==> config.mk <==
export PLATFORM = sky130hd
export DESIGN_NAME = shift_pipe
export DESIGN_NICKNAME = d
export VERILOG_FILES = /design/src/rtl/shift_pipe_pkg.sv /design/src/rtl/mux_2.sv /design/src/rtl/shift_stage.sv /design/src/rtl/shift_pipe.sv
export SDC_FILE = /design/constraint.sdc
export NUM_CORES = 1
export LEC_CHECK = 0
export CORE_MARGIN = 1.5
export CORE_UTILIZATION = 57
export CTS_CLUSTER_SIZE = 40
export DETAILED_ROUTE_END_ITERATION = 6
export GPL_TIMING_DRIVEN = 0
export HOLD_SLACK_MARGIN = 0.03
export PLACE_DENSITY = 0.81
export SETUP_SLACK_MARGIN = 0.1
export SYNTH_ARGS = -nofsm -noshare
export SYNTH_HDL_FRONTEND = slang
export SYNTH_SLANG_ARGS = --single-unit
==> constraint.sdc <==
create_clock -name clock -period 2.4 [get_ports clock]
set_clock_uncertainty 0.05 [all_clocks]
set_input_delay 0.36 -clock clock [delete_from_list [all_inputs] [get_ports clock]]
set_output_delay 0.36 -clock clock [all_outputs]
set_load 0.02 [all_outputs]
==> src/rtl/shift_pipe_pkg.sv <==
// Shared definitions for the pipelined barrel shifter: mode encodings and
// small helpers used at elaboration time and in the datapath.
package shift_pipe_pkg;

   localparam logic [2:0] SH_SLL = 3'b000;
   localparam logic [2:0] SH_SRL = 3'b001;
   localparam logic [2:0] SH_SRA = 3'b010;
   localparam logic [2:0] SH_ROL = 3'b011;
   localparam logic [2:0] SH_ROR = 3'b100;

   function automatic int clog2(input int value);
      int res;
      res = 0;
      for (int i = 0; i < 31; i++) begin
         if ((1 << i) < value) res = i + 1;
      end
      return res;
   endfunction

   // Right modes run through the left network on a bit-reversed operand.
   function automatic logic is_right(input logic [2:0] mode);
      return (mode == SH_SRL) || (mode == SH_SRA) || (mode == SH_ROR);
   endfunction

   function automatic logic is_rot(input logic [2:0] mode);
      return (mode == SH_ROL) || (mode == SH_ROR);
   endfunction

   function automatic logic is_pass(input logic [2:0] mode);
      return mode > SH_ROR;
   endfunction

endpackage

==> src/rtl/mux_2.sv <==
// Generic two-input multiplexer, sel=1 picks b.
module mux_2 #(
   parameter int W = 8
) (
   input  logic         sel,
   input  logic [W-1:0] a,
   input  logic [W-1:0] b,
   output logic [W-1:0] y
);

   assign y = sel ? b : a;

endmodule

==> src/rtl/shift_stage.sv <==
// One log-shifter stage: optionally shifts left by AMOUNT, filling the
// vacated low bits from the fill input.
module shift_stage #(
   parameter int WIDTH  = 32,
   parameter int AMOUNT = 1
) (
   input  logic              en,
   input  logic [WIDTH-1:0]  din,
   input  logic [AMOUNT-1:0] fill,
   output logic [WIDTH-1:0]  dout
);

   logic [WIDTH-1:0] shifted;

   assign shifted = {din[WIDTH-AMOUNT-1:0], fill};

   mux_2 #(.W(WIDTH)) u_mux (
      .sel (en),
      .a   (din),
      .b   (shifted),
      .y   (dout)
   );

endmodule

==> src/rtl/shift_pipe.sv <==
// Elastic pipelined barrel shifter: SHW log stages with a register bank
// after every REG_EVERY stages and after the last one.
module shift_pipe
   import shift_pipe_pkg::*;
#(
   parameter int  WIDTH     = 32,
   parameter int  REG_EVERY = 2,
   parameter int  TAGW      = 5,
   localparam int SHW       = clog2(WIDTH),
   localparam int L         = (SHW + REG_EVERY - 1) / REG_EVERY
) (
   input  logic             clock,
   input  logic             reset_n,
   input  logic             in_valid,
   output logic             in_ready,
   input  logic [WIDTH-1:0] in_data,
   input  logic [SHW-1:0]   in_shamt,
   input  logic [2:0]       in_mode,
   input  logic [TAGW-1:0]  in_tag,
   output logic             out_valid,
   input  logic             out_ready,
   output logic [WIDTH-1:0] out_data,
   output logic [TAGW-1:0]  out_tag
);

   logic [L-1:0]     vld_q, vld_d, adv;
   logic [WIDTH-1:0] data_q [L];
   logic [WIDTH-1:0] data_d [L];
   logic [SHW-1:0]   shamt_q [L];
   logic [SHW-1:0]   shamt_d [L];
   logic [2:0]       mode_q [L];
   logic [2:0]       mode_d [L];
   logic [L-1:0]     sign_q, sign_d;
   logic [TAGW-1:0]  tag_q [L];
   logic [TAGW-1:0]  tag_d [L];

   // Segment sources: index 0 is the input port, index j is bank j-1.
   logic [L-1:0]     src_vld;
   logic [WIDTH-1:0] src_data [L];
   logic [SHW-1:0]   src_shamt [L];
   logic [2:0]       src_mode [L];
   logic [L-1:0]     src_sign;
   logic [TAGW-1:0]  src_tag [L];

   logic [WIDTH-1:0] stg_out [SHW];
   logic [WIDTH-1:0] bank_in [L];
   logic [WIDTH-1:0] rev_in, rev_out;
   logic             adv_chain;
   logic             unused_bits;

   always_comb begin : src_sel
      rev_in       = {<<{in_data}};
      src_vld[0]   = in_valid;
      src_data[0]  = is_right(in_mode) ? rev_in : in_data;
      src_shamt[0] = is_pass(in_mode) ? '0 : in_shamt;
      src_mode[0]  = in_mode;
      src_sign[0]  = in_data[WIDTH-1];
      src_tag[0]   = in_tag;
      for (int j = 1; j < L; j++) begin
         src_vld[j]   = vld_q[j-1];
         src_data[j]  = data_q[j-1];
         src_shamt[j] = shamt_q[j-1];
         src_mode[j]  = mode_q[j-1];
         src_sign[j]  = sign_q[j-1];
         src_tag[j]   = tag_q[j-1];
      end
   end

   for (genvar k = 0; k < SHW; k++) begin : g_stg
      localparam int B   = k / REG_EVERY;
      localparam int AMT = 1 << k;
      logic [WIDTH-1:0] din;
      logic [AMT-1:0]   fill;
      logic             fbit;

      if (k % REG_EVERY == 0) begin : g_head
         assign din = src_data[B];
      end else begin : g_body
         assign din = stg_out[k-1];
      end

      // Rotates recirculate the bits leaving the top; SRA fills with the sign.
      assign fbit = (src_mode[B] == SH_SRA) & src_sign[B];
      assign fill = is_rot(src_mode[B]) ? din[WIDTH-1 -: AMT] : {AMT{fbit}};

      shift_stage #(.WIDTH(WIDTH), .AMOUNT(AMT)) u_stage (
         .en   (src_shamt[B][k]),
         .din  (din),
         .fill (fill),
         .dout (stg_out[k])
      );
   end

   for (genvar j = 0; j < L; j++) begin : g_bank
      localparam int LAST = (((j + 1) * REG_EVERY < SHW) ? (j + 1) * REG_EVERY : SHW) - 1;
      assign bank_in[j] = stg_out[LAST];
   end

   always_comb begin : nxt
      adv_chain  = ~vld_q[L-1] | out_ready;
      adv[L-1]   = adv_chain;
      for (int i = L - 2; i >= 0; i--) begin
         adv_chain = ~vld_q[i] | adv_chain;
         adv[i]    = adv_chain;
      end
      vld_d   = vld_q;
      data_d  = data_q;
      shamt_d = shamt_q;
      mode_d  = mode_q;
      sign_d  = sign_q;
      tag_d   = tag_q;
      for (int i = 0; i < L; i++) begin
         if (adv[i]) begin
            vld_d[i]   = src_vld[i];
            data_d[i]  = bank_in[i];
            shamt_d[i] = src_shamt[i];
            mode_d[i]  = src_mode[i];
            sign_d[i]  = src_sign[i];
            tag_d[i]   = src_tag[i];
         end
      end
   end

   always_ff @(posedge clock or negedge reset_n) begin
      if (!reset_n) begin
         vld_q  <= '0;
         sign_q <= '0;
         for (int i = 0; i < L; i++) begin
            data_q[i]  <= '0;
            shamt_q[i] <= '0;
            mode_q[i]  <= SH_SLL;
            tag_q[i]   <= '0;
         end
      end else begin
         vld_q  <= vld_d;
         sign_q <= sign_d;
         for (int i = 0; i < L; i++) begin
            data_q[i]  <= data_d[i];
            shamt_q[i] <= shamt_d[i];
            mode_q[i]  <= mode_d[i];
            tag_q[i]   <= tag_d[i];
         end
      end
   end

   always_comb begin : outs
      rev_out  = {<<{data_q[L-1]}};
      out_data = is_right(mode_q[L-1]) ? rev_out : data_q[L-1];
   end

   assign out_valid = vld_q[L-1];
   assign out_tag   = tag_q[L-1];
   assign in_ready  = adv[0];

   // Shift bits already consumed and the last bank's sign are dead by design.
   always_comb begin : sink
      unused_bits = sign_q[L-1] ^ (^shamt_q[L-1]);
      for (int j = 0; j < L; j++) unused_bits = unused_bits ^ (^src_shamt[j]);
   end

endmodule

==> results of run 1 <==
[layout by cell type, fill, tap and decap left out, types with 3 or more instances in the layout]
cell type	netlist	layout
inv_6	0	3
buf_6	3	27
o32a_1	7	7
mux4_2	5	5
a31oi_1	3	3
mux2_2	59	44
nand3b_1	4	4
a211o_1	3	3
buf_2	20	32
and2_1	5	5
o21ai_0	61	60
nor2b_1	4	4
or3_1	6	6
clkinvlp_4	0	4
o31ai_1	18	18
nor2_1	69	69
a211oi_2	5	5
a21oi_1	50	50
inv_1	8	7
clkinv_2	0	3
buf_1	4	4
o21ai_1	6	6
mux2i_1	52	52
dfrtp_1	129	129
a211oi_1	25	25
nor3_1	17	17
clkdlybuf4s50_1	0	48
mux2_4	1	16
o211ai_1	23	23
o2111ai_1	3	3
nand2_1	175	175
buf_4	3	8
a32oi_1	4	4
clkbuf_1	44	39
o22ai_1	12	12
nand3_1	30	30
clkbuf_16	0	19
[metal layers]
metal / wire (microns) / part of all wire / up-vias / global-route usage
met5: 0 / 0 / - / 0
met4: 1300 / 0.051 / 0 / 0.199
met3: 1300 / 0.051 / 80 / 0.0618
met2: 13000 / 0.51 / 361 / 0.644
met1: 9950 / 0.39 / 3580 / 0.419
li1: - / - / 3523 / -
[worst paths after layout]
kind | slack (ns) | to | cells after the start
setup / recovery | 0.004 | out_data[28] | 7
hold / removal | 0.41 | src_tag[1]$_DFFE_PN0P_ | 2
setup reg to reg | 0.20 | g_stg[2].din[13]$_DFFE_PN0P_ | 8
hold reg to reg | 0.42 | src_tag[4]$_DFFE_PN0P_ | 2
max in group asynchronous | 1.12 | sign_q[0]$_DFFE_PN0P_ | 3
min in group clock | 0.42 | src_tag[4]$_DFFE_PN0P_ | 2
[worst register-to-register path, cell delays in order, from the launching register on]
cell and delay, ns:
dfrtp_1 0.40, and3b_1 0.19, buf_4 0.15, and2_1 0.16, buf_6 0.13, nor2_1 0.27
clkbuf_1 0.41, o211ai_1 0.22, o211ai_1 0.14
[metrics by stage]
| step | power, mW | hold slack (ns) |
|---|---|---|
| 6_report | 9.43 | 0.413 |
| 5_1_grt | 9.88 | 0.418 |
| 4_1_cts | 9.32 | 0.418 |
| 3_5_place_dp | 6.53 | 0.295 |
| 3_3_place_gp | 6.46 | 0.398 |
| 2_1_floorplan | 5.18 | 0.0144 |
[sequential cells by signal (all words and copies together), names as in the netlist]
signal and count:
mode_q 9, out_tag 5, shamt_q 4, src_tag 10
data_q 32, vld_q 3, g_stg.din 64, sign_q 2
[final cells by class]
cell class                      count  share of cell area
Multi-Input combinational cell    694               0.455
Sequential cell                   129               0.327
Clock buffer                       17              0.0430
Timing Repair Buffer               94              0.0923
Clock inverter                     15              0.0162
Buffer                             74              0.0410
Tap cell                          180              0.0228
Inverter                            9             0.00367
[timing repair]
| action | CTS | global route |
|---|---|---|
| pin swaps | 2 | 3 |
| hold endpoints to repair | 53 | 0 |
| hold buffers | 1 | 0 |
| gates resized for setup | 199 | 15 |
| setup buffers | 7 | 0 |
| setup endpoints to repair | 33 | 38 |
| cloned | 2 | 0 |
[report_power, final]
group          switching [mW]  internal [mW]  total, mW
Sequential              0.509           2.69       3.20
Clock                    1.01           1.54       2.55
Combinational            1.93           1.75       3.68
Total                    3.45           5.98       9.43
[cells by family (layout without fill, tap and decap cells)]
logic type | count (synthesis) | count (layout) | share of synthesized area
and+or+nand+nor | 328 | 328 | 0.178
xor gates and xnor gates | 4 | 4 | 0.00701
buffers and inverters | 83 | 209 | 0.0461
DFF | 129 | 129 | 0.402
muxes | 118 | 118 | 0.165
AOI/OAI and AO/OA | 244 | 244 | 0.202
==> reports/qor.yml, run 1 <==
synthesis:
  ys_ff_latch: 129
  async_reset_ff_frac: 1.00
  avgSynthCellArea_sq_um: 8.87
  ys_types: 68
  synth.cell_area_sq_um: 8030
  post_synth_inst_count: 906
  ys.warnings.count: 0
  synthTopCellsByArea: "dfrtp_1 40%, mux2_2 8.3%, nand2_1 8.2%"
  synth.most_common_cell: "nand2_1"
  synth_edf_count: 0
  ys_top_cells_by_count: "175 x nand2_1, 129 x dfrtp_1, 69 x nor2_1"
  synth_nets: 955
  ys_seq_area_frac: 0.402
  synth_top_cell_by_area: "dfrtp_1"
  synth-main-ff-cell: "dfrtp_1"
  synth_top_cell_area_share: 0.402
placed_design:
  dp_hpwl_microns: 19200
  place_congestion: 1.03
  io_buffer_count: 83
  place_ws_ns: -0.761
  dp.cells: 1170
  place_area_sq_um: 9120
layout:
  antennaDiodeCount: 0
  final_util: 0.715
  final_cells: 1212
  drive_gt1_frac: 0.185
  multi_input_area_sq_um: 4490
  regArea_sq_um: 3230
  n_fill_cell: 1038
  area_delta_synth_final_pct: 23.1
  finalInstanceArea_sq_um: 9890
  nets: 1068
setup_path:
  cp-start-kind: "register"
  worstPathArrival_ns: 1.99
  path_buf_inv: 4
  max_stage_delay_ns: 0.40
  crit_slowest_cell: "dfrtp_1"
  cp-end-kind: "output pin"
  cp_top_family: "buffers and inverters"
  path_max_fanout: 6
  crit_path_cell_trace: "xor2_1, o21ai_2, buf_6, clkbuf_8, buf_6, mux2_4, buf_6"
  r2r-start: "vld_q[2]$_DFFE_PN0P_"
  cpMostUsedCell: "buf_6"
  worstPathRequired_ns: 1.99
  crit_type: "reg -> out"
  startpoint: "mode_q[0]$_DFFE_PN0P_"
die:
  coreArea_sq_um: 13800
  io_pins: 88
  die_h_microns: 122
  die_w_microns: 122
  fp-row-count: 43
  start_util: 0.581
  dieArea_sq_um: 14800
clocking:
  numCtsBuffers: 17
  htreeDepth: 4
  clk_latency_ns: 0.42
  clock-sinks: 129
  tritoncts: "built"
  clk_path_buf_depth: 2
  cts.clk_slew.worst_paths_ns: 0.06
  root_buffer: "clkbuf_16"
grt:
  antenna_found_initial: 0
  grt_pass1_wl_microns: 40800
  grt_pass1_vias: 7577
  overflow: 0
  grt_max_degree: 77
  grtUsageTotal: 0.364
outcome:
  status: "complete, no violations"
sta:
  rsz0062_at_grt: "true"
  period_share: 0.998
  fin_ws_ns: 0.00415
  fin_tns_setup_ns: 0
  hold_viol_final: 0
  fmax_mhz: 417
  worst_slew_pin_slew_ns: 0.751
  min_period_ns: 2.40
  max-slew-margin-rel: 0.499
  finalSetupViolCount: 0
  slew_violations: 0
routing:
  drt-vias-per-instance: 6.22
  ant_nets: 0
  remaining_drc_errors: 0
  drt-total-wl_microns: 25600
  wl_per_cell_microns: 21.1
  vias: 7544
  first_pass_iters: 7
  drt_iter0_drc: 623
min_path:
  hold_path_class: "in -> async"
pwr:
  p_leak_nw: 4.18
  ir_worst_vdd_mv: 0.549
  powerDensity_nw_per_um2: 954
run:
  drv_cap: 0
Power figures use the tool's default switching activity.
==> inputs of run 2 (changes only) <==
==> constraint.sdc (replaced) <==
create_clock -name clock -period 2.4 [get_ports clock]
set_clock_uncertainty 0.05 [all_clocks]
set_input_delay 0.48 -clock clock [delete_from_list [all_inputs] [get_ports clock]]
set_output_delay 0.48 -clock clock [all_outputs]
set_load 0.02 [all_outputs]
==> run 2 against run 1 <==
  * The run now ends with DRC, setup timing left
  * Total power increased by 0.40%
  * Worst hold slack improved by 0.0019 ns
  * Combinational power about the same
  * Design area increased by 0.34%
  * Critical path type unchanged
  * Critical endpoint is now out_data[19]
  * Largest cell class unchanged
  * Highest routed layer unchanged
==> reports/qor.yml, run 2 (synthesized netlist as in run 1, its figures left out) <==
die:
  fp-row-count: 43
  die_w_microns: 122
  dieArea_sq_um: 14800
  die_h_microns: 122
  io_pins: 88
  start_util: 0.581
  coreArea_sq_um: 13800
outcome:
  status: "complete, but fails checks"
  violations: "DRC, setup timing"
clocking:
  clk_latency_ns: 0.42
  clk_path_buf_depth: 2
  tritoncts: "built"
  htreeDepth: 4
  root_buffer: "clkbuf_16"
  numCtsBuffers: 17
  clock-sinks: 129
  cts.clk_slew.worst_paths_ns: 0.06
layout:
  area_delta_synth_final_pct: 23.5
  largest_reg_flops: 64
  final_cell_mix: "175 x nand2_1, 129 x dfrtp_1, 69 x nor2_1, 60 x o21ai_0, 52 x mux2i_1"
  layout_commonest_cell: "nand2_1"
  antennaDiodeCount: 0
  n_fill_cell: 1040
  drive_gt1_frac: 0.189
  final_cells: 1214
  final_util: 0.717
  nets: 1070
grt:
  grt_pass1_wl_microns: 40900
  grt_max_degree: 77
  grtUsageTotal: 0.364
  grt_pass1_vias: 7591
  antenna_found_initial: 0
  overflow: 0
placed_design:
  place_congestion: 1.03
  dp.cells: 1170
  place_ws_ns: -1.00
  io_buffer_count: 83
  dp_hpwl_microns: 19200
run:
  drv_cap: 0
routing:
  first_pass_iters: 7
  drt-total-wl_microns: 25800
  remaining_drc_errors: 3
  drt_iter0_drc: 603
  drt-vias-per-instance: 6.21
  wl_per_cell_microns: 21.3
  vias: 7543
  ant_nets: 0
sta:
  fin_ws_ns: -0.133
  period_share: 1.06
  fin_tns_setup_ns: -2.95
  worst_slew_pin_slew_ns: 0.751
  rsz0062_at_grt: "true"
  min_period_ns: 2.53
  finalSetupViolCount: 30
  max-slew-margin-rel: 0.499
  fmax_mhz: 395
  hold_ws_ns: 0.415
  hold_viol_final: 0
  slew_violations: 0
setup_path:
  cp-start-kind: "register"
  path_max_fanout: 10
  cp_top_family: "buffers and inverters"
  crit_path_cell_trace: "xor2_1, o21ai_2, buf_6, clkbuf_8, mux2_2, buf_2"
  cp-end-kind: "output pin"
  path_buf_inv: 3
  crit_type: "reg -> out"
  crit_slowest_cell: "dfrtp_1"
  worst-path-stages: 6
  max_stage_delay_ns: 0.40
  reg2regPathDepth: 8
  worstPathArrival_ns: 2.00
  worstPathRequired_ns: 1.87
pwr:
  ir_worst_vdd_mv: 0.554
  intPower_mw: 6.00
  sequentialPowerShare: 0.339
  comb_power_share: 0.392
  p_clk_frac: 0.270
  p_leak_nw: 4.20
  powerDensity_nw_per_um2: 954
  p_sw_mw: 3.47
  switching_share: 0.367
min_path:
  hold-path-cell-count: 2
  hold_path_class: "reg -> reg"
[run 2: per-stage QoR]
stage               total power [mW]  area (sq um)
floorplan                       5.18          8030
global placement                6.46          9090
detailed placement              6.53          9120
CTS                             9.34          9880
global route                    9.91          9920
finish                          9.47          9920
[run 2: routing by layer]
metal,up-vias,part of all wire,track usage
met5,-,0,0
met4,0,0.051,0.205
met3,88,0.052,0.0623
met2,338,0.50,0.644
met1,3591,0.39,0.418
li1,3526,-,-
[run 2: power groups by stage]
stage / Sequential, mW / Combinational, mW / Clock (mW)
after global placement: 3.18 / 3.29 / 0
final: 3.21 / 3.71 / 2.55
after CTS: 3.18 / 3.62 / 2.54
after global routing: 3.27 / 3.99 / 2.66
after detailed placement: 3.20 / 3.33 / 0
after floorplan: 3.04 / 2.14 / 0
[run 2: layout make-up]
type | count | area, sq um | area share
Buffer | 74 | 412 | 0.0415
Clock buffer | 17 | 425 | 0.0429
Clock inverter | 15 | 160 | 0.0161
Inverter | 9 | 36.3 | 0.00366
Multi-Input combinational cell | 694 | 4500 | 0.454
Sequential cell | 129 | 3230 | 0.325
Tap cell | 180 | 225 | 0.0227
Timing Repair Buffer | 96 | 933 | 0.0941
[run 2: path summary, 6_finish.rpt]
kind	to	slack (ns)	from
worst min-delay path	src_tag[9]$_DFFE_PN0P_	0.42	src_tag[9]$_DFFE_PN0P_
worst min register to register	src_tag[9]$_DFFE_PN0P_	0.42	src_tag[9]$_DFFE_PN0P_
max in group asynchronous	sign_q[0]$_DFFE_PN0P_	1.01	reset_n
worst max-delay path	out_data[19]	-0.13	mode_q[2]$_DFFE_PN0P_
worst max register to register	g_stg[2].din[13]$_DFFE_PN0P_	0.22	vld_q[2]$_DFFE_PN0P_
min in group asynchronous	src_tag[1]$_DFFE_PN0P_	0.53	reset_n
[run 2: what timing repair did]
| item | 4_1_cts | 5_1_grt |
|---|---|---|
| setup buffers | 7 | 2 |
| hold buffers | 1 | 0 |
| cloned | 2 | 0 |
| gates resized for setup | 205 | 12 |
| setup endpoints to repair | 49 | 44 |
| pin swaps | 2 | 3 |
| endpoints found under the hold margin | 53 | 0 |
[run 2: worst register-to-register path, delay by kind of cell (launching register included)]
kind                   cells  cell delay [ns]
AOI/OAI and AO/OA          2             0.35
buffers and inverters      3             0.68
DFF                        1             0.40
and+or+nand+nor            3             0.61
==> inputs of run 3 (changes only) <==
CORE_UTILIZATION = 65   (was 57)
DONT_BUFFER_PORTS = 1   (was unset)
==> run 3 against run 2 <==
  * The flow finishes with violations (DRC, hold timing, setup timing)
  * Combinational power is 7.0% lower
  * Total power is 0.65% lower
  * Die area is 12% lower
  * Utilization is 4.5 points higher
  * Sequential cell count stayed put
  * Via count is 13% higher
  * Highest routed layer is now met5
  * Worst hold slack worse by 0.71 ns
  * First-iteration DRC count grew to 2.6 times the previous value
  * Wire length is 26% higher
  * Critical path depth is 1 lower
==> reports/qor.yml, run 3 (synthesized netlist as in run 1, its figures left out) <==
clocking:
  clock-sinks: 129
  cts.clk_slew.worst_paths_ns: 0.06
  tritoncts: "built"
  clk_path_buf_depth: 2
  numCtsBuffers: 17
  root_buffer: "clkbuf_16"
  htreeDepth: 4
  clk_latency_ns: 0.42
sta:
  hold_ws_ns: -0.298
  period_share: 1.16
  fin_tns_setup_ns: -2.91
  max-slew-margin-rel: 0.178
  min_period_ns: 2.78
  fin_ws_ns: -0.377
  worst_slew_pin_slew_ns: 1.22
  finalSetupViolCount: 42
  fmax_mhz: 360
  hold_viol_final: 129
  slew_violations: 0
  rsz0062_at_grt: "true"
setup_path:
  worstPathRequired_ns: 2.65
  path_max_fanout: 10
  cp_top_family: "compound AO/OA/AOI/OAI gates"
  max_stage_delay_ns: 0.94
  crit_type: "reg -> reg"
  worstPathArrival_ns: 3.03
  crit_path_cell_trace: "nand2b_1, o21ai_1, clkbuf_2, a21oi_1, o31ai_1"
  ff2ff_setup_slack_ns: -0.38
  crit_slowest_cell: "o21ai_1"
  cp-start-kind: "register"
  path_buf_inv: 1
  cp-end-kind: "register"
routing:
  vias: 8522
  drt-vias-per-instance: 7.77
  drt_iter0_drc: 1571
  ant_nets: 0
  remaining_drc_errors: 5
  first_pass_iters: 7
  drt-total-wl_microns: 32500
  wl_per_cell_microns: 29.6
layout:
  nets: 986
  area_delta_synth_final_pct: 14.1
  drive_gt1_frac: 0.169
  finalInstanceArea_sq_um: 9160
  final_cell_mix: "175 x nand2_1, 128 x dfrtp_1, 69 x nor2_1, 60 x o21ai_0, 52 x mux2i_1"
  n_fill_cell: 704
  layout_commonest_cell: "nand2_1"
  final_cells: 1097
  antennaDiodeCount: 0
  largest_reg_flops: 64
grt:
  grt_pass1_vias: 8203
  overflow: 0
  grt_pass1_wl_microns: 46900
  grt_max_degree: 130
  antenna_found_initial: 1
  grtUsageTotal: 0.483
die:
  coreArea_sq_um: 12000
  fp-row-count: 40
  die_h_microns: 114
  dieArea_sq_um: 13000
  start_util: 0.669
  io_pins: 88
  die_w_microns: 114
pwr:
  switching_share: 0.398
  powerDensity_nw_per_um2: 1030
  p_sw_mw: 3.74
  sequentialPowerShare: 0.362
  p_clk_frac: 0.272
  p_leak_nw: 3.91
  intPower_mw: 5.66
  ir_worst_vdd_mv: 0.573
  comb_power_share: 0.367
placed_design:
  place_ws_ns: -0.0311
  io_buffer_count: 0
  dp_hpwl_microns: 19600
  dp.cells: 1053
  place_congestion: 0.991
  place_area_sq_um: 8220
outcome:
  violations: "DRC, hold timing, setup timing"
  status: "complete, but fails checks"
run:
  drv_cap: 0
min_path:
  hold_path_class: "in -> async"
==> run 3: layout make-up <==
| class | instances | area (sq um) | area share |
|---|---|---|---|
| Multi-Input combinational cell | 694 | 4570 | 0.499 |
| Sequential cell | 129 | 3230 | 0.352 |
| Clock buffer | 24 | 472 | 0.0515 |
| Buffer | 74 | 444 | 0.0485 |
| Tap cell | 147 | 184 | 0.0201 |
| Timing Repair Buffer | 12 | 123 | 0.0134 |
| Clock inverter | 8 | 103 | 0.0112 |
| Inverter | 9 | 36.3 | 0.00396 |
==> run 3: per-stage QoR <==
| step | total power, mW | util |
|---|---|---|
| 2_1_floorplan | 5.18 | - |
| 3_3_place_gp | 5.70 | 0.684 |
| 3_5_place_dp | 5.86 | 0.684 |
| 4_1_cts | 8.80 | 0.757 |
| 5_1_grt | 9.66 | 0.763 |
| 6_report | 9.41 | 0.763 |
==> run 3: final timing paths <==
kind / start / endpoint / cells after the start
setup / recovery: mode_q[4]$_DFFE_PN0P_ / data_q[12]$_DFFE_PN0P_ / 5
hold / removal: reset_n / src_tag[3]$_DFFE_PN0P_ / 0
setup reg to reg: mode_q[4]$_DFFE_PN0P_ / data_q[12]$_DFFE_PN0P_ / 5
hold reg to reg: vld_q[0]$_DFFE_PN0P_ / vld_q[1]$_DFFE_PN0P_ / 1
max in group asynchronous: reset_n / data_q[23]$_DFFE_PN0P_ / 0
min in group clock: in_data[31] / sign_q[0]$_DFFE_PN0P_ / 2
==> run 3: timing repair <==
action,4_1_cts,5_1_grt
resized for setup,58,16
pin swaps,3,2
setup endpoints to repair,35,79
setup buffers,6,4
endpoints found under the hold margin,129,129
cloned,1,1
==> run 3: routing by layer <==
layer / vias up / part of all wire / routed length [microns] / global-route usage
met2: 926 / 0.44 / 14400 / 0.788
met4: 4 / 0.11 / 3580 / 0.373
met1: 3886 / 0.31 / 9940 / 0.501
met3: 371 / 0.14 / 4530 / 0.185
met5: - / 0.0022 / 70 / 0.0196
li1: 3335 / - / - / -
==> run 3: power by group through the flow <==
stage	combinational, mW	sequential, mW	clock (mW)
after global routing	3.63	3.40	2.63
after floorplan	2.14	3.04	0
after CTS	3.05	3.24	2.50
final	3.45	3.40	2.56
after detailed placement	2.62	3.24	0
after global placement	2.53	3.17	0
